### config.mk
export PLATFORM = sky130hd
export DESIGN_NAME = seg7_scan_driver_flat
export DESIGN_NICKNAME = d
export VERILOG_FILES = /design/src/rtl/seg7_pkg.sv /design/src/rtl/seg7_scan_driver_if.sv /design/src/rtl/seg7_decode.sv /design/src/rtl/seg7_scan_driver.sv /design/src/flat_wrapper.sv
export SDC_FILE = /design/constraint.sdc
export NUM_CORES = 1
export LEC_CHECK = 0
export BUFFER_PORTS_ARGS = -buffer_cell sky130_fd_sc_hd__buf_2
export CAP_MARGIN = 20
export CORE_MARGIN = 2
export CORE_UTILIZATION = 45
export CTS_BUF_LIST = sky130_fd_sc_hd__clkbuf_8
export DETAILED_ROUTE_END_ITERATION = 7
export GPL_TIMING_DRIVEN = 0
export PLACE_DENSITY = 0.67
export SYNTH_ARGS = -nofsm -noshare
export SYNTH_HDL_FRONTEND = slang
export SYNTH_HIERARCHICAL = 1
export SYNTH_SLANG_ARGS = --single-unit
### constraint.sdc
create_clock -name clk -period 7.2 [get_ports clk]
set_input_delay 0.72 -clock clk [delete_from_list [all_inputs] [get_ports clk]]
set_output_delay 0.72 -clock clk [all_outputs]
set_load 0.03 [all_outputs]
### src/rtl/seg7_pkg.sv
// rtl/seg7_pkg.sv - shared constants, glyph table and sizing helper for the 7-segment scan driver
package seg7_pkg;

    // Bit positions inside a segment vector {g,f,e,d,c,b,a}
    localparam int SEG_A = 0;
    localparam int SEG_B = 1;
    localparam int SEG_C = 2;
    localparam int SEG_D = 3;
    localparam int SEG_E = 4;
    localparam int SEG_F = 5;
    localparam int SEG_G = 6;

    // 74LS47 glyphs, active-high; codes 10..14 are the odd 74LS47 shapes, 15 is blank
    localparam logic [6:0] GLYPH_TABLE [16] = '{
        7'h3F,  // 0  abcdef
        7'h06,  // 1  bc
        7'h5B,  // 2  abdeg
        7'h4F,  // 3  abcdg
        7'h66,  // 4  bcfg
        7'h6D,  // 5  acdfg
        7'h7C,  // 6  cdefg
        7'h07,  // 7  abc
        7'h7F,  // 8  abcdefg
        7'h67,  // 9  abcfg
        7'h58,  // 10 deg
        7'h4C,  // 11 cdg
        7'h62,  // 12 bfg
        7'h69,  // 13 adfg
        7'h78,  // 14 defg
        7'h00   // 15 blank
    };

    // Digit index width; a single-digit bank still gets a 1-bit index
    function automatic int idx_width(input int digits);
        return (digits > 1) ? $clog2(digits) : 1;
    endfunction

endpackage

### src/rtl/seg7_scan_driver_if.sv
// rtl/seg7_scan_driver_if.sv - data/control inputs and display pins of the scan driver
interface seg7_scan_driver_if #(
    parameter int DIGITS = 4
);
    logic [4*DIGITS-1:0] bcd_in;
    logic [DIGITS-1:0]   dp_in;
    logic                load;
    logic                blank_zero;
    logic                lamp_test;
    logic [6:0]          seg;
    logic                dp;
    logic [DIGITS-1:0]   an;
    logic                frame_done;

    modport master (
        output bcd_in, dp_in, load, blank_zero, lamp_test,
        input  seg, dp, an, frame_done
    );

    modport slave (
        input  bcd_in, dp_in, load, blank_zero, lamp_test,
        output seg, dp, an, frame_done
    );
endinterface

### src/rtl/seg7_decode.sv
// rtl/seg7_decode.sv - 4-bit code to active-high 74LS47 segments with blank and lamp test
module seg7_decode
    import seg7_pkg::*;
(
    input  logic [3:0] i_code,
    input  logic       i_blank,
    input  logic       i_lamp_test,
    output logic [6:0] o_seg
);

    // Lamp test beats blanking, blanking beats the glyph
    always_comb begin
        o_seg = GLYPH_TABLE[i_code];
        if (i_blank) begin
            o_seg = '0;
        end
        if (i_lamp_test) begin
            o_seg = '1;
        end
    end

endmodule

### src/rtl/seg7_scan_driver.sv
// rtl/seg7_scan_driver.sv - double-buffered multiplexed driver for a bank of 7-segment digits
module seg7_scan_driver
    import seg7_pkg::*;
#(
    parameter int DIGITS     = 4,
    parameter int SCAN_DIV   = 1000,
    parameter int ACTIVE_LOW = 1
) (
    input  logic                 clk,
    input  logic                 rst,
    seg7_scan_driver_if.slave    bus
);

    localparam int IDX_W = idx_width(DIGITS);
    localparam int DIV_W = $clog2(SCAN_DIV);
    localparam logic [DIV_W-1:0] DIV_LAST = DIV_W'(SCAN_DIV - 1);
    localparam logic [IDX_W-1:0] IDX_LAST = IDX_W'(DIGITS - 1);
    localparam logic             POL      = (ACTIVE_LOW != 0);

    logic [DIV_W-1:0]      r_div;
    logic [IDX_W-1:0]      r_idx;
    logic [4*DIGITS-1:0]   r_pending;
    logic [DIGITS-1:0]     r_pending_dp;
    logic [4*DIGITS-1:0]   r_active;
    logic [DIGITS-1:0]     r_active_dp;
    logic [6:0]            r_seg;
    logic                  r_dp;
    logic [DIGITS-1:0]     r_an;
    logic                  r_frame_done;

    logic                  w_div_wrap;
    logic                  w_frame_wrap;
    logic [3:0]            w_code;
    logic                  w_dp_sel;
    logic                  w_lz_sel;
    logic                  w_zero_run;
    logic [6:0]            w_seg_act;
    logic [6:0]            w_seg_next;
    logic                  w_dp_next;
    logic [DIGITS-1:0]     w_an_next;
    logic                  w_ghost;

    assign w_div_wrap   = (r_div == DIV_LAST);
    assign w_frame_wrap = w_div_wrap && (r_idx == IDX_LAST);
    assign w_ghost      = (r_div == '0);

    // Slot divider and digit index; the index steps once per full slot
    always_ff @(posedge clk or posedge rst) begin
        if (rst) begin
            r_div <= '0;
            r_idx <= '0;
        end else if (w_div_wrap) begin
            r_div <= '0;
            r_idx <= (r_idx == IDX_LAST) ? '0 : r_idx + IDX_W'(1);
        end else begin
            r_div <= r_div + DIV_W'(1);
        end
    end

    // Pending takes every load; active only changes at the frame boundary so a frame never tears
    always_ff @(posedge clk or posedge rst) begin
        if (rst) begin
            r_pending    <= '0;
            r_pending_dp <= '0;
            r_active     <= '0;
            r_active_dp  <= '0;
        end else begin
            if (bus.load) begin
                r_pending    <= bus.bcd_in;
                r_pending_dp <= bus.dp_in;
            end
            if (w_frame_wrap) begin
                r_active    <= bus.load ? bus.bcd_in : r_pending;
                r_active_dp <= bus.load ? bus.dp_in  : r_pending_dp;
            end
        end
    end

    // Select the scanned digit and work out whether it sits in a run of leading zeros
    always_comb begin
        w_code     = '0;
        w_dp_sel   = 1'b0;
        w_lz_sel   = 1'b0;
        w_zero_run = 1'b1;
        for (int i = DIGITS - 1; i >= 0; i--) begin
            w_zero_run = w_zero_run && (r_active[4*i +: 4] == 4'd0);
            if (r_idx == IDX_W'(i)) begin
                w_code   = r_active[4*i +: 4];
                w_dp_sel = r_active_dp[i];
                w_lz_sel = w_zero_run && (i > 0);
            end
        end
    end

    seg7_decode u_decode (
        .i_code      (w_code),
        .i_blank     (bus.blank_zero && w_lz_sel),
        .i_lamp_test (bus.lamp_test),
        .o_seg       (w_seg_act)
    );

    // Active-high pin values; the first cycle of each slot is dark so the old digit never ghosts
    always_comb begin
        w_seg_next = '0;
        w_dp_next  = 1'b0;
        w_an_next  = '0;
        if (!w_ghost) begin
            w_seg_next = w_seg_act;
            w_dp_next  = w_dp_sel || bus.lamp_test;
            w_an_next  = DIGITS'(1) << r_idx;
        end
    end

    // Output registers; polarity is applied only here
    always_ff @(posedge clk or posedge rst) begin
        if (rst) begin
            r_seg        <= {7{POL}};
            r_dp         <= POL;
            r_an         <= {DIGITS{POL}};
            r_frame_done <= 1'b0;
        end else begin
            r_seg        <= w_seg_next ^ {7{POL}};
            r_dp         <= w_dp_next ^ POL;
            r_an         <= w_an_next ^ {DIGITS{POL}};
            r_frame_done <= w_frame_wrap;
        end
    end

    assign bus.seg        = r_seg;
    assign bus.dp         = r_dp;
    assign bus.an         = r_an;
    assign bus.frame_done = r_frame_done;

endmodule

### src/flat_wrapper.sv
// flat-port wrapper written by rule: the top's interface ports become plain ports
module seg7_scan_driver_flat import seg7_pkg::*;
#(
    parameter int DIGITS     = 4,
    parameter int SCAN_DIV   = 1000,
    parameter int ACTIVE_LOW = 1
)
  (clk, rst, bus_bcd_in, bus_dp_in, bus_load, bus_blank_zero, bus_lamp_test, bus_seg, bus_dp, bus_an, bus_frame_done);
  seg7_scan_driver_if #(.DIGITS(DIGITS)) bus_i ();
  input  logic clk;
  input  logic rst;
  input wire logic [$bits(bus_i.bcd_in)-1:0] bus_bcd_in;
  input wire logic [$bits(bus_i.dp_in)-1:0] bus_dp_in;
  input wire logic [$bits(bus_i.load)-1:0] bus_load;
  input wire logic [$bits(bus_i.blank_zero)-1:0] bus_blank_zero;
  input wire logic [$bits(bus_i.lamp_test)-1:0] bus_lamp_test;
  output wire logic [$bits(bus_i.seg)-1:0] bus_seg;
  output wire logic [$bits(bus_i.dp)-1:0] bus_dp;
  output wire logic [$bits(bus_i.an)-1:0] bus_an;
  output wire logic [$bits(bus_i.frame_done)-1:0] bus_frame_done;
  assign bus_i.bcd_in = bus_bcd_in;
  assign bus_i.dp_in = bus_dp_in;
  assign bus_i.load = bus_load;
  assign bus_i.blank_zero = bus_blank_zero;
  assign bus_i.lamp_test = bus_lamp_test;
  assign bus_seg = bus_i.seg;
  assign bus_dp = bus_i.dp;
  assign bus_an = bus_i.an;
  assign bus_frame_done = bus_i.frame_done;
  seg7_scan_driver #(.DIGITS(DIGITS), .SCAN_DIV(SCAN_DIV), .ACTIVE_LOW(ACTIVE_LOW)) u_core (.clk(clk), .rst(rst), .bus(bus_i));
endmodule
==> results of run 1 <==
## worst max-delay path, stage by stage, from the launching register on
cell	delay, ns
sky130_fd_sc_hd__dfrtp_1	0.41
sky130_fd_sc_hd__inv_1	0.09
sky130_fd_sc_hd__ha_1	0.24
sky130_fd_sc_hd__clkbuf_1	0.36
sky130_fd_sc_hd__a221oi_1	0.13
sky130_fd_sc_hd__o31ai_1	0.80
sky130_fd_sc_hd__inv_1	0.21
sky130_fd_sc_hd__ha_1	0.35
sky130_fd_sc_hd__nor2b_1	0.13
sky130_fd_sc_hd__o21ai_1	0.11
sky130_fd_sc_hd__a21o_1	0.12
sky130_fd_sc_hd__nand2_1	0.04
## sequential cells by signal, summed over array words and instances (netlist names)
signal                 cells
u_core/r_active           16
u_core/r_pending          16
u_core/r_div              10
u_core/bus.seg             7
u_core/bus.an              4
u_core/r_active_dp         4
u_core/r_pending_dp        4
u_core/r_idx               2
u_core/bus.dp              1
u_core/bus.frame_done      1
## metrics by stage
stage | power (mW) | std cells | util | cell area (sq um) | worst slack (ns)
finish | 0.791 | 401 | 0.548 | 3720 | 4.13
global route | 0.824 | 401 | 0.548 | 3720 | 3.86
CTS | 0.801 | 401 | 0.548 | 3720 | 4.15
detailed placement | 0.425 | 385 | 0.512 | 3480 | 4.18
global placement | 0.422 | 384 | 0.509 | 3460 | 4.10
floorplan | 0.410 | 252 | - | 3160 | 4.69
## cell usage in the layout (no fill, tap or decap), types with 6 or more instances in the layout
master / count
sky130_fd_sc_hd__clkbuf_1: 6
sky130_fd_sc_hd__o21ai_0: 9
sky130_fd_sc_hd__ha_1: 12
sky130_fd_sc_hd__mux2_2: 23
sky130_fd_sc_hd__nor2_1: 7
sky130_fd_sc_hd__clkbuf_8: 10
sky130_fd_sc_hd__nand2_1: 19
sky130_fd_sc_hd__buf_2: 39
sky130_fd_sc_hd__a21oi_1: 11
sky130_fd_sc_hd__dfrtp_1: 53
sky130_fd_sc_hd__dfstp_2: 12
sky130_fd_sc_hd__inv_1: 11
sky130_fd_sc_hd__nor2b_1: 7
sky130_fd_sc_hd__mux2_4: 20
## final timing paths
kind / endpoint / start / slack (ns)
max: u_core/bus.seg[1] / u_core/r_idx[1] / 4.13
min: u_core/r_active[4] / rst / 0.42
max reg2reg: u_core/bus.seg[1] / u_core/r_idx[1] / 4.13
min reg2reg: u_core/r_pending[0] / u_core/r_pending[0] / 0.50
max in group asynchronous: u_core/bus.seg[6] / rst / 6.15
min in group clk: u_core/r_pending[0] / u_core/r_pending[0] / 0.50
## per-layer routing
| layer | GRT usage | up-vias |
|---|---|---|
| li1 | - | 990 |
| met1 | 0.227 | 1009 |
| met2 | 0.271 | 58 |
| met3 | 0.0566 | 7 |
| met4 | 0.0545 | 0 |
| met5 | 0 | - |
## Yosys cell counts (4+ instances only)
cell type,instances
sky130_fd_sc_hd__dfrtp_1,53
sky130_fd_sc_hd__mux2_2,23
sky130_fd_sc_hd__mux2_4,20
sky130_fd_sc_hd__nand2_1,19
sky130_fd_sc_hd__dfstp_2,12
sky130_fd_sc_hd__ha_1,12
sky130_fd_sc_hd__a21oi_1,11
sky130_fd_sc_hd__inv_1,11
sky130_fd_sc_hd__o21ai_0,9
sky130_fd_sc_hd__nor2_1,7
sky130_fd_sc_hd__nor2b_1,7
sky130_fd_sc_hd__clkbuf_1,6
sky130_fd_sc_hd__a221oi_1,4
sky130_fd_sc_hd__buf_6,4
sky130_fd_sc_hd__nand3_1,4
sky130_fd_sc_hd__o21bai_1,4
sky130_fd_sc_hd__o31ai_1,4
## power by group
part           total (mW)  leakage (nW)  internal, mW  switching [mW]
logic              0.0369         0.833        0.0177          0.0192
registers           0.380         0.805         0.377         0.00254
clock network       0.374         0.124         0.238           0.137
total               0.791          1.76         0.633           0.159
## cell type report
class | count | area [sq um]
Clock inverter | 6 | 106
Inverter | 12 | 45.0
Fill cell | 590 | 3070
Sequential cell | 65 | 1640
Multi-Input combinational cell | 162 | 1390
Clock buffer | 10 | 138
Tap cell | 96 | 120
Timing Repair Buffer | 37 | 200
Buffer | 13 | 82.6
## kinds of logic after synthesis
group	Yosys count	synth area share
flip-flops	65	0.520
XOR/XNOR	2	0.00555
AND/OR/NAND/NOR	59	0.111
adder cells (fa/ha/maj)	12	0.0475
AO/OA/AOI/OAI	45	0.0958
buffers and inverters	25	0.0404
multiplexers	44	0.180
==> run_summary.xml, run 1 <==
<?xml version="1.0" encoding="UTF-8"?>
<metrics>
  <group name="worst_setup_path">
    <metric name="setup.worst_path.class" unit="">reg2reg</metric>
    <metric name="cp_data_arrival_time" unit="ns">3.33</metric>
    <metric name="cp_data_required_time" unit="ns">7.46</metric>
    <metric name="worst_setup_path_end_kind" unit="">flip-flop</metric>
    <metric name="critPathLaunchType" unit="">flip-flop</metric>
    <metric name="worst_r2r_path_depth" unit="">11</metric>
    <metric name="worst-path-max-fanout" unit="">10</metric>
  </group>
  <group name="pwr">
    <metric name="total_leakage_power" unit="nW">1.76</metric>
    <metric name="p_per_area" unit="mW/mm^2">213</metric>
    <metric name="ir_worst_vdd" unit="mV">0.119</metric>
  </group>
  <group name="die">
    <metric name="core_area" unit="sq mm">0.00679</metric>
    <metric name="die_height" unit="microns">87.8</metric>
    <metric name="top_level_port_count" unit="">38</metric>
    <metric name="die_area" unit="sq mm">0.00771</metric>
    <metric name="initial_core_util" unit="">0.465</metric>
    <metric name="fp.dieW" unit="microns">87.8</metric>
    <metric name="placementRows" unit="">30</metric>
  </group>
  <group name="clocking">
    <metric name="cts_buffer_depth" unit="">2</metric>
    <metric name="hold_buffers" unit="">0</metric>
    <metric name="cts_htree_levels" unit="">3</metric>
    <metric name="cts_repair_resize_count" unit="">0</metric>
    <metric name="cts_root_buffer" unit="">sky130_fd_sc_hd__clkbuf_8</metric>
    <metric name="cts.sinks" unit="">65</metric>
    <metric name="clkSlewWorstSetupHoldPaths" unit="ns">0.07</metric>
    <metric name="post-cts-setup-buffers" unit="">0</metric>
    <metric name="worst_skew_pair.late_latency" unit="ns">0.34</metric>
    <metric name="numCtsBuffers" unit="">9</metric>
    <metric name="cts_tree" unit="">done</metric>
  </group>
  <group name="grt">
    <metric name="grt_max_degree" unit="">41</metric>
    <metric name="gr-usage-all-layers" unit="">0.172</metric>
    <metric name="grt_pass1_vias" unit="">2065</metric>
    <metric name="grt_overflow_total" unit="">0</metric>
    <metric name="grt_pass1_wl" unit="microns">9970</metric>
    <metric name="antenna_violations_before_repair" unit="">0</metric>
  </group>
  <group name="timing">
    <metric name="post-route-period-util" unit="">0.427</metric>
    <metric name="setup_total_negative_slack" unit="ns">0</metric>
    <metric name="max_freq" unit="MHz">325</metric>
    <metric name="fin_hold_ws" unit="ns">0.422</metric>
    <metric name="tightest_slew" unit="ns">0.913</metric>
    <metric name="rsz0062_at_grt" unit="">no</metric>
    <metric name="setup_violating_endpoint_count_in_the_final_report" unit="">0</metric>
    <metric name="report.final.hold_viol_count" unit="">0</metric>
    <metric name="slew-limit-headroom" unit="">0.386</metric>
    <metric name="post-route-min-period" unit="ns">3.07</metric>
    <metric name="slew_viol_final" unit="">0</metric>
    <metric name="finalClockSkew" unit="ns">0.00573</metric>
  </group>
  <group name="logic_synthesis">
    <metric name="synth_top_flop_cell" unit="">sky130_fd_sc_hd__dfrtp_1</metric>
    <metric name="yosysWarningCount" unit="">6</metric>
    <metric name="gate_count_post_synth" unit="">252</metric>
    <metric name="asyncSetResetFlopFracSynth" unit="">1.00</metric>
    <metric name="post_synth_main_area_contributors" unit="">sky130_fd_sc_hd__dfrtp_1 42%, sky130_fd_sc_hd__dfstp_2 10%, sky130_fd_sc_hd__mux2_4 9.5%</metric>
    <metric name="synth_sequential_area_ratio" unit="">0.520</metric>
    <metric name="number_of_flops_mapped_to_enable_cells_by_yosys" unit="">0</metric>
    <metric name="synth-seq-cells" unit="">65</metric>
    <metric name="synth_top_cell_area_share" unit="">0.420</metric>
    <metric name="synthesis.area" unit="sq mm">0.00316</metric>
    <metric name="synthesis.area_per_instance" unit="sq um">12.5</metric>
    <metric name="synth_cell_types" unit="">46</metric>
    <metric name="postSynthNetCount" unit="">289</metric>
    <metric name="synth_top_area_cell" unit="">sky130_fd_sc_hd__dfrtp_1</metric>
  </group>
  <group name="finish">
    <metric name="drive_gt1_frac" unit="">0.403</metric>
    <metric name="num-nets-final" unit="">337</metric>
    <metric name="antennaDiodeCount" unit="">0</metric>
    <metric name="syn_to_final_growth" unit="%">17.9</metric>
  </group>
  <group name="detailed_routing">
    <metric name="post-route-drc-count" unit="">0</metric>
    <metric name="via_count" unit="">2064</metric>
    <metric name="viasPerCell" unit="">5.15</metric>
    <metric name="wl_met1" unit="microns">2670</metric>
    <metric name="detail_route.wl_per_cell" unit="microns">14.6</metric>
    <metric name="detailroute.wirelength.met3" unit="microns">283</metric>
    <metric name="met2_routed_wirelength" unit="microns">2840</metric>
    <metric name="drt-pass1-iter-count" unit="">4</metric>
    <metric name="first_iter_violations" unit="">115</metric>
    <metric name="routed_wirelength" unit="microns">5850</metric>
    <metric name="antenna_left" unit="">0</metric>
    <metric name="top_layer_used" unit="">met4</metric>
  </group>
  <group name="placement">
    <metric name="globalplace.congestion" unit="">0.824</metric>
    <metric name="place_hpwl" unit="microns">4180</metric>
    <metric name="port_buffers" unit="">36</metric>
  </group>
  <group name="run_status">
    <metric name="run_status" unit="">completed</metric>
  </group>
  <group name="run">
    <metric name="max_capacitance_violation_total" unit="">0</metric>
  </group>
  <group name="hold_path">
    <metric name="hold_path_class" unit="">in2async</metric>
  </group>
</metrics>
Power figures use the tool's default switching activity.
==> inputs of run 2 (changes only) <==
- clock period: 7.2 -> 2.9 ns (I/O delays scaled with it)
==> run 2 against run 1 <==
Net effect:
- the flow now finishes with violations (hold timing)
- critical path depth unchanged
- worst setup slack got worse by 3.8 ns
- sequential power increased by 150%
- largest power group unchanged
- clock skew increased by 0.00058 ns
- non-clock buffer count unchanged
- clock power increased by 150%
- wire length increased by 0.77%
==> run_summary.xml, run 2 (same netlist as run 1, synthesis figures left out) <==
<?xml version="1.0" encoding="UTF-8"?>
<metrics>
  <group name="run_status">
    <metric name="run_status" unit="">finished with violations</metric>
    <metric name="failed_checks" unit="">hold timing</metric>
  </group>
  <group name="die">
    <metric name="initial_core_util" unit="">0.465</metric>
    <metric name="core_area" unit="sq mm">0.00679</metric>
    <metric name="die_area" unit="sq mm">0.00771</metric>
    <metric name="die_height" unit="microns">87.8</metric>
    <metric name="placementRows" unit="">30</metric>
    <metric name="fp.dieW" unit="microns">87.8</metric>
    <metric name="top_level_port_count" unit="">38</metric>
  </group>
  <group name="timing">
    <metric name="fin_hold_ws" unit="ns">-0.00871</metric>
    <metric name="rsz0062_at_grt" unit="">no</metric>
    <metric name="setup_total_negative_slack" unit="ns">0</metric>
    <metric name="slew-limit-headroom" unit="">0.580</metric>
    <metric name="max_freq" unit="MHz">383</metric>
    <metric name="tightest_slew" unit="ns">0.631</metric>
    <metric name="finalClockSkew" unit="ns">0.00631</metric>
    <metric name="report.final.hold_viol_count" unit="">18</metric>
    <metric name="slew_viol_final" unit="">0</metric>
    <metric name="setup_violating_endpoint_count_in_the_final_report" unit="">0</metric>
    <metric name="post-route-period-util" unit="">0.901</metric>
    <metric name="post-route-min-period" unit="ns">2.61</metric>
  </group>
  <group name="detailed_routing">
    <metric name="viasPerCell" unit="">5.14</metric>
    <metric name="drt-pass1-iter-count" unit="">4</metric>
    <metric name="post-route-drc-count" unit="">0</metric>
    <metric name="detail_route.wl_per_cell" unit="microns">14.7</metric>
    <metric name="routed_wirelength" unit="microns">5900</metric>
    <metric name="antenna_left" unit="">0</metric>
    <metric name="first_iter_violations" unit="">100</metric>
    <metric name="via_count" unit="">2062</metric>
  </group>
  <group name="clocking">
    <metric name="numCtsBuffers" unit="">9</metric>
    <metric name="worst_skew_pair.late_latency" unit="ns">0.34</metric>
    <metric name="clkSlewWorstSetupHoldPaths" unit="ns">0.07</metric>
    <metric name="cts.sinks" unit="">65</metric>
    <metric name="cts_repair_resize_count" unit="">1</metric>
    <metric name="cts_buffer_depth" unit="">2</metric>
    <metric name="cts_root_buffer" unit="">sky130_fd_sc_hd__clkbuf_8</metric>
    <metric name="post-cts-setup-buffers" unit="">0</metric>
    <metric name="cts_tree" unit="">done</metric>
    <metric name="cts_htree_levels" unit="">3</metric>
    <metric name="hold_buffers" unit="">0</metric>
  </group>
  <group name="grt">
    <metric name="grt_pass1_wl" unit="microns">10000</metric>
    <metric name="grt_pass1_vias" unit="">2082</metric>
    <metric name="grt_max_degree" unit="">41</metric>
    <metric name="grt_overflow_total" unit="">0</metric>
    <metric name="antenna_violations_before_repair" unit="">0</metric>
    <metric name="gr-usage-all-layers" unit="">0.173</metric>
  </group>
  <group name="finish">
    <metric name="top_regs" unit="">u_core/r_active x16, u_core/r_pending x16, u_core/r_div x10</metric>
    <metric name="final.fill_count" unit="">586</metric>
    <metric name="final-seq-area" unit="sq mm">0.00164</metric>
    <metric name="layout.core_utilization" unit="">0.551</metric>
    <metric name="mostFrequentLayoutCells" unit="">53 x sky130_fd_sc_hd__dfrtp_1, 39 x sky130_fd_sc_hd__buf_2, 23 x sky130_fd_sc_hd__mux2_2, 20 x sky130_fd_sc_hd__mux2_4, 19 x sky130_fd_sc_hd__nand2_1</metric>
    <metric name="layout.cells.most_common" unit="">sky130_fd_sc_hd__dfrtp_1</metric>
    <metric name="antennaDiodeCount" unit="">0</metric>
    <metric name="multi_input_comb_area" unit="sq mm">0.00141</metric>
    <metric name="syn_to_final_growth" unit="%">18.5</metric>
    <metric name="finished_cell_area" unit="sq mm">0.00374</metric>
    <metric name="num-nets-final" unit="">337</metric>
    <metric name="drive_gt1_frac" unit="">0.413</metric>
  </group>
  <group name="worst_setup_path">
    <metric name="critPathLaunchType" unit="">flip-flop</metric>
    <metric name="worst_setup_path_end_kind" unit="">flip-flop</metric>
    <metric name="critical_path.slowest_cell" unit="">sky130_fd_sc_hd__dfrtp_1</metric>
    <metric name="crit_path_cell_trace" unit="">inv_1 &gt; ha_1 &gt; clkbuf_1 &gt; a221oi_1 &gt; o31ai_2 &gt; inv_1 &gt; ha_1 &gt; nor2b_1 &gt; o21ai_1 &gt; a21o_1 &gt; nand2_1</metric>
    <metric name="cp_data_arrival_time" unit="ns">2.87</metric>
    <metric name="worst-path-max-fanout" unit="">10</metric>
    <metric name="crit_path_max_incr_delay" unit="ns">0.43</metric>
    <metric name="worst_r2r_path_depth" unit="">11</metric>
    <metric name="cp_data_required_time" unit="ns">3.16</metric>
    <metric name="setup.worst_path.class" unit="">reg2reg</metric>
  </group>
  <group name="pwr">
    <metric name="total_leakage_power" unit="nW">1.77</metric>
    <metric name="ir_worst_vdd" unit="mV">0.296</metric>
    <metric name="p_per_area" unit="mW/mm^2">525</metric>
  </group>
  <group name="hold_path">
    <metric name="hold_path_class" unit="">in2async</metric>
  </group>
  <group name="run">
    <metric name="max_capacitance_violation_total" unit="">0</metric>
  </group>
  <group name="placement">
    <metric name="port_buffers" unit="">36</metric>
    <metric name="place_hpwl" unit="microns">4180</metric>
    <metric name="globalplace.congestion" unit="">0.824</metric>
    <metric name="placed_cell_area" unit="sq mm">0.00348</metric>
  </group>
</metrics>
## run 2: changes by cell type in the layout (fill, tap and decap cells not counted)
cell,delta
sky130_fd_sc_hd__o31ai_1,-2
sky130_fd_sc_hd__clkbuf_1,-1
sky130_fd_sc_hd__clkbuf_2,+1
sky130_fd_sc_hd__o31ai_2,+1
sky130_fd_sc_hd__o31ai_4,+1
## run 2: critical path: cells and delay by family, from the launching register on
kind	cells	cell delay [ns]
simple gates	2	0.17
compound gates	4	0.85
flops	1	0.43
buf+inv	3	0.57
fa+ha+maj	2	0.51
## run 2: per-stage QoR
step,total power [mW],cells,hold slack (ns),worst slack (ns)
6_report,1.97,401,-0.00871,0.288
5_1_grt,2.04,401,0.0420,0.00283
4_1_cts,1.99,401,0.00495,0.0414
3_5_place_dp,1.06,385,0.375,-0.117
3_3_place_gp,1.05,384,0.477,-0.0538
2_1_floorplan,1.02,252,0.397,0.393
## run 2: area by class of cell
cell class	instances	share of cell area
clock inverter	6	0.0284
timing repair buffer	37	0.0535
multi-input combinational	162	0.376
buffer	13	0.0224
sequential	65	0.439
inverter	12	0.0120
tap	96	0.0321
clock buffer	10	0.0368
## run 2: path summary, 6_finish.rpt
path                                     startpoint                  end  slack [ns]
min in group clk                      bus_bcd_in[6]  u_core/r_pending[6]        0.20
max in group asynchronous                       rst    u_core/bus.seg[6]        2.28
worst min-delay path                            rst   u_core/r_active[4]      -0.009
worst max register to register      u_core/r_idx[0]    u_core/bus.seg[1]        0.29
worst min register to register  u_core/r_pending[0]  u_core/r_pending[0]        0.50
worst max-delay path                u_core/r_idx[0]    u_core/bus.seg[1]        0.29
## run 2: where the power goes
group | internal [mW] | total [mW] | leakage, nW | switching [mW]
clock network | 0.590 | 0.931 | 0.124 | 0.341
logic | 0.0439 | 0.0916 | 0.841 | 0.0477
registers | 0.937 | 0.943 | 0.805 | 0.00641
## run 2: layer usage
metal / track usage / part of all wire / up-vias
met4: 0.0545 / 0.0095 / 0
li1: - / - / 992
met3: 0.0575 / 0.043 / 7
met2: 0.273 / 0.49 / 50
met1: 0.227 / 0.46 / 1013
met5: 0 / 0 / -
==> inputs of run 3 (changes only) <==
- CELL_PAD_IN_SITES_DETAIL_PLACEMENT: not set -> 0
- CELL_PAD_IN_SITES_GLOBAL_PLACEMENT: not set -> 2
- CORE_MARGIN: 2 -> not set
- CORE_UTILIZATION: 45 -> 41
- PLACE_DENSITY: 0.67 -> 0.85
==> run 3 against run 2 <==
Net effect:
- via count shrank 0.78%
- global-route usage fell by 0.49 points
- sequential cell count did not move
- the flow now finishes without violations
- critical path type unchanged
- critical path depth is the same
==> run_summary.xml, run 3 (same netlist as run 1, synthesis figures left out) <==
<?xml version="1.0" encoding="UTF-8"?>
<metrics>
  <group name="run_status">
    <metric name="run_status" unit="">completed</metric>
  </group>
  <group name="finish">
    <metric name="num-nets-final" unit="">337</metric>
    <metric name="finished_cell_area" unit="sq mm">0.00370</metric>
    <metric name="drive_gt1_frac" unit="">0.416</metric>
    <metric name="antennaDiodeCount" unit="">0</metric>
    <metric name="top_regs" unit="">u_core/r_active x16, u_core/r_pending x16, u_core/r_div x10</metric>
    <metric name="layout.cells.most_common" unit="">sky130_fd_sc_hd__dfrtp_1</metric>
    <metric name="fin_cells" unit="">404</metric>
    <metric name="syn_to_final_growth" unit="%">17.3</metric>
    <metric name="mostFrequentLayoutCells" unit="">53 x sky130_fd_sc_hd__dfrtp_1, 39 x sky130_fd_sc_hd__buf_2, 23 x sky130_fd_sc_hd__mux2_2, 20 x sky130_fd_sc_hd__mux2_4, 19 x sky130_fd_sc_hd__nand2_1</metric>
  </group>
  <group name="die">
    <metric name="placementRows" unit="">31</metric>
    <metric name="core_area" unit="sq mm">0.00737</metric>
    <metric name="top_level_port_count" unit="">38</metric>
    <metric name="initial_core_util" unit="">0.429</metric>
    <metric name="die_area" unit="sq mm">0.00806</metric>
    <metric name="fp.dieW" unit="microns">89.8</metric>
    <metric name="die_height" unit="microns">89.8</metric>
  </group>
  <group name="hold_path">
    <metric name="hold_path_class" unit="">in2async</metric>
  </group>
  <group name="timing">
    <metric name="fin_hold_ws" unit="ns">0.0887</metric>
    <metric name="rsz0062_at_grt" unit="">no</metric>
    <metric name="slew_viol_final" unit="">0</metric>
    <metric name="post-route-min-period" unit="ns">2.63</metric>
    <metric name="max_freq" unit="MHz">380</metric>
    <metric name="slew-limit-headroom" unit="">0.475</metric>
    <metric name="report.final.hold_viol_count" unit="">0</metric>
    <metric name="post-route-period-util" unit="">0.907</metric>
    <metric name="setup_violating_endpoint_count_in_the_final_report" unit="">0</metric>
    <metric name="finalClockSkew" unit="ns">0.00583</metric>
    <metric name="tightest_slew" unit="ns">0.786</metric>
  </group>
  <group name="worst_setup_path">
    <metric name="rr_endpoint" unit="">u_core/bus.seg[1]</metric>
    <metric name="regToRegStartpoint" unit="">u_core/r_idx[0]</metric>
    <metric name="timing.reg2reg.setup_slack" unit="ns">0.27</metric>
    <metric name="cp_data_required_time" unit="ns">3.16</metric>
    <metric name="critPathLaunchType" unit="">flip-flop</metric>
    <metric name="worst_r2r_path_depth" unit="">11</metric>
    <metric name="worst-path-max-fanout" unit="">10</metric>
    <metric name="worst_setup_path_end_kind" unit="">flip-flop</metric>
    <metric name="setup.worst_path.class" unit="">reg2reg</metric>
    <metric name="cp_data_arrival_time" unit="ns">2.89</metric>
  </group>
  <group name="placement">
    <metric name="globalplace.congestion" unit="">0.779</metric>
    <metric name="placed_cell_area" unit="sq mm">0.00348</metric>
    <metric name="numPlacedInstances" unit="">388</metric>
    <metric name="port_buffers" unit="">36</metric>
    <metric name="place_hpwl" unit="microns">4220</metric>
  </group>
  <group name="pwr">
    <metric name="ir_worst_vdd" unit="mV">0.281</metric>
    <metric name="total_leakage_power" unit="nW">1.75</metric>
    <metric name="p_per_area" unit="mW/mm^2">492</metric>
  </group>
  <group name="grt">
    <metric name="grt_pass1_wl" unit="microns">10600</metric>
    <metric name="grt_overflow_total" unit="">0</metric>
    <metric name="gr-usage-met1" unit="">0.221</metric>
    <metric name="gr-max-usage-layer" unit="">met2</metric>
    <metric name="grt_max_degree" unit="">37</metric>
    <metric name="groute.layer.met3.usage" unit="">0.0313</metric>
    <metric name="antenna_violations_before_repair" unit="">0</metric>
    <metric name="grt_util_met2" unit="">0.268</metric>
    <metric name="grt_pass1_vias" unit="">2196</metric>
    <metric name="gr-usage-all-layers" unit="">0.168</metric>
  </group>
  <group name="clocking">
    <metric name="cts.sinks" unit="">65</metric>
    <metric name="numCtsBuffers" unit="">9</metric>
    <metric name="cts_root_buffer" unit="">sky130_fd_sc_hd__clkbuf_8</metric>
    <metric name="cts_htree_levels" unit="">3</metric>
    <metric name="cts_tree" unit="">done</metric>
    <metric name="hold_buffers" unit="">0</metric>
    <metric name="worst_skew_pair.late_latency" unit="ns">0.34</metric>
    <metric name="clkSlewWorstSetupHoldPaths" unit="ns">0.08</metric>
    <metric name="cts_buffer_depth" unit="">2</metric>
  </group>
  <group name="detailed_routing">
    <metric name="drt-pass1-iter-count" unit="">4</metric>
    <metric name="viasPerCell" unit="">5.06</metric>
    <metric name="via_count" unit="">2046</metric>
    <metric name="detail_route.wl_per_cell" unit="microns">14.7</metric>
    <metric name="antenna_left" unit="">0</metric>
    <metric name="routed_wirelength" unit="microns">5940</metric>
    <metric name="post-route-drc-count" unit="">0</metric>
    <metric name="first_iter_violations" unit="">69</metric>
  </group>
  <group name="run">
    <metric name="max_capacitance_violation_total" unit="">0</metric>
  </group>
</metrics>
[run 3: changes by cell type in the layout (fill, tap and decap cells not counted)]
cell                        before  now
sky130_fd_sc_hd__clkinv_4        0    2
sky130_fd_sc_hd__inv_1          11   10
sky130_fd_sc_hd__inv_6           0    2
sky130_fd_sc_hd__clkbuf_8       10    9
sky130_fd_sc_hd__bufinv_16       3    1
[run 3: how the worst max path moves through the flow]
stage	startpoint	to	slack (ns)	cells past startpoint
after floorplan	u_core/r_idx[0]	u_core/bus.seg[1]	0.39	11
after global placement	u_core/r_idx[1]	u_core/bus.seg[1]	-0.14	11
after detailed placement	u_core/r_idx[1]	u_core/bus.seg[1]	-0.16	11
after CTS	u_core/r_idx[1]	u_core/bus.seg[1]	0.10	11
after global routing	u_core/r_idx[0]	u_core/bus.seg[1]	0.03	11
final	u_core/r_idx[0]	u_core/bus.seg[1]	0.27	11
[run 3: metrics by stage]
stage                     setup TNS [ns]  worst slack [ns]  power [mW]   util
after floorplan                        0             0.393        1.02      -
after global placement            -0.285            -0.141        1.05  0.470
after detailed placement          -0.335            -0.163        1.06  0.473
after CTS                              0             0.103        1.84  0.501
after global routing                   0            0.0286        1.90  0.503
final                                  0             0.270        1.82  0.503
[run 3: layout make-up]
type	instances	area, sq um
inverters	12	45.0
multi-input cells	162	1410
clock buffers	9	124
plain buffers	13	83.8
clock inverters	7	77.6
fillers	711	3660
flip-flops and latches	65	1640
repair buffers	37	200
well taps	99	124
[run 3: report_power, final]
part           switching [mW]  total, mW  internal (mW)
Combinational          0.0484     0.0922         0.0438
Sequential            0.00669      0.943          0.936
Clock                   0.382      0.786          0.404
Total                   0.437       1.82           1.38
[run 3: routing by layer]
| metal | part of all wire | vias to the layer above |
|---|---|---|
| li1 | - | 993 |
| met1 | 0.47 | 1006 |
| met2 | 0.47 | 37 |
| met3 | 0.032 | 10 |
| met4 | 0.021 | 0 |
| met5 | 0 | - |
[run 3: timing repair]
action                     in CTS  in global routing
pin swaps                       0                  1
setup endpoints to repair       3                  2
resized for setup               2                  3
buffers inserted                0                  0
[run 3: worst max-delay path: stages, from the launching register on]
cell and delay (ns):
sky130_fd_sc_hd__dfrtp_1 0.42, sky130_fd_sc_hd__inv_1 0.10, sky130_fd_sc_hd__ha_1 0.17, sky130_fd_sc_hd__clkbuf_1 0.32
sky130_fd_sc_hd__a221oi_1 0.23, sky130_fd_sc_hd__o31ai_4 0.43, sky130_fd_sc_hd__inv_1 0.15, sky130_fd_sc_hd__ha_1 0.31
sky130_fd_sc_hd__nor2b_1 0.13, sky130_fd_sc_hd__o21ai_1 0.12, sky130_fd_sc_hd__a21o_1 0.12, sky130_fd_sc_hd__nand2_1 0.05
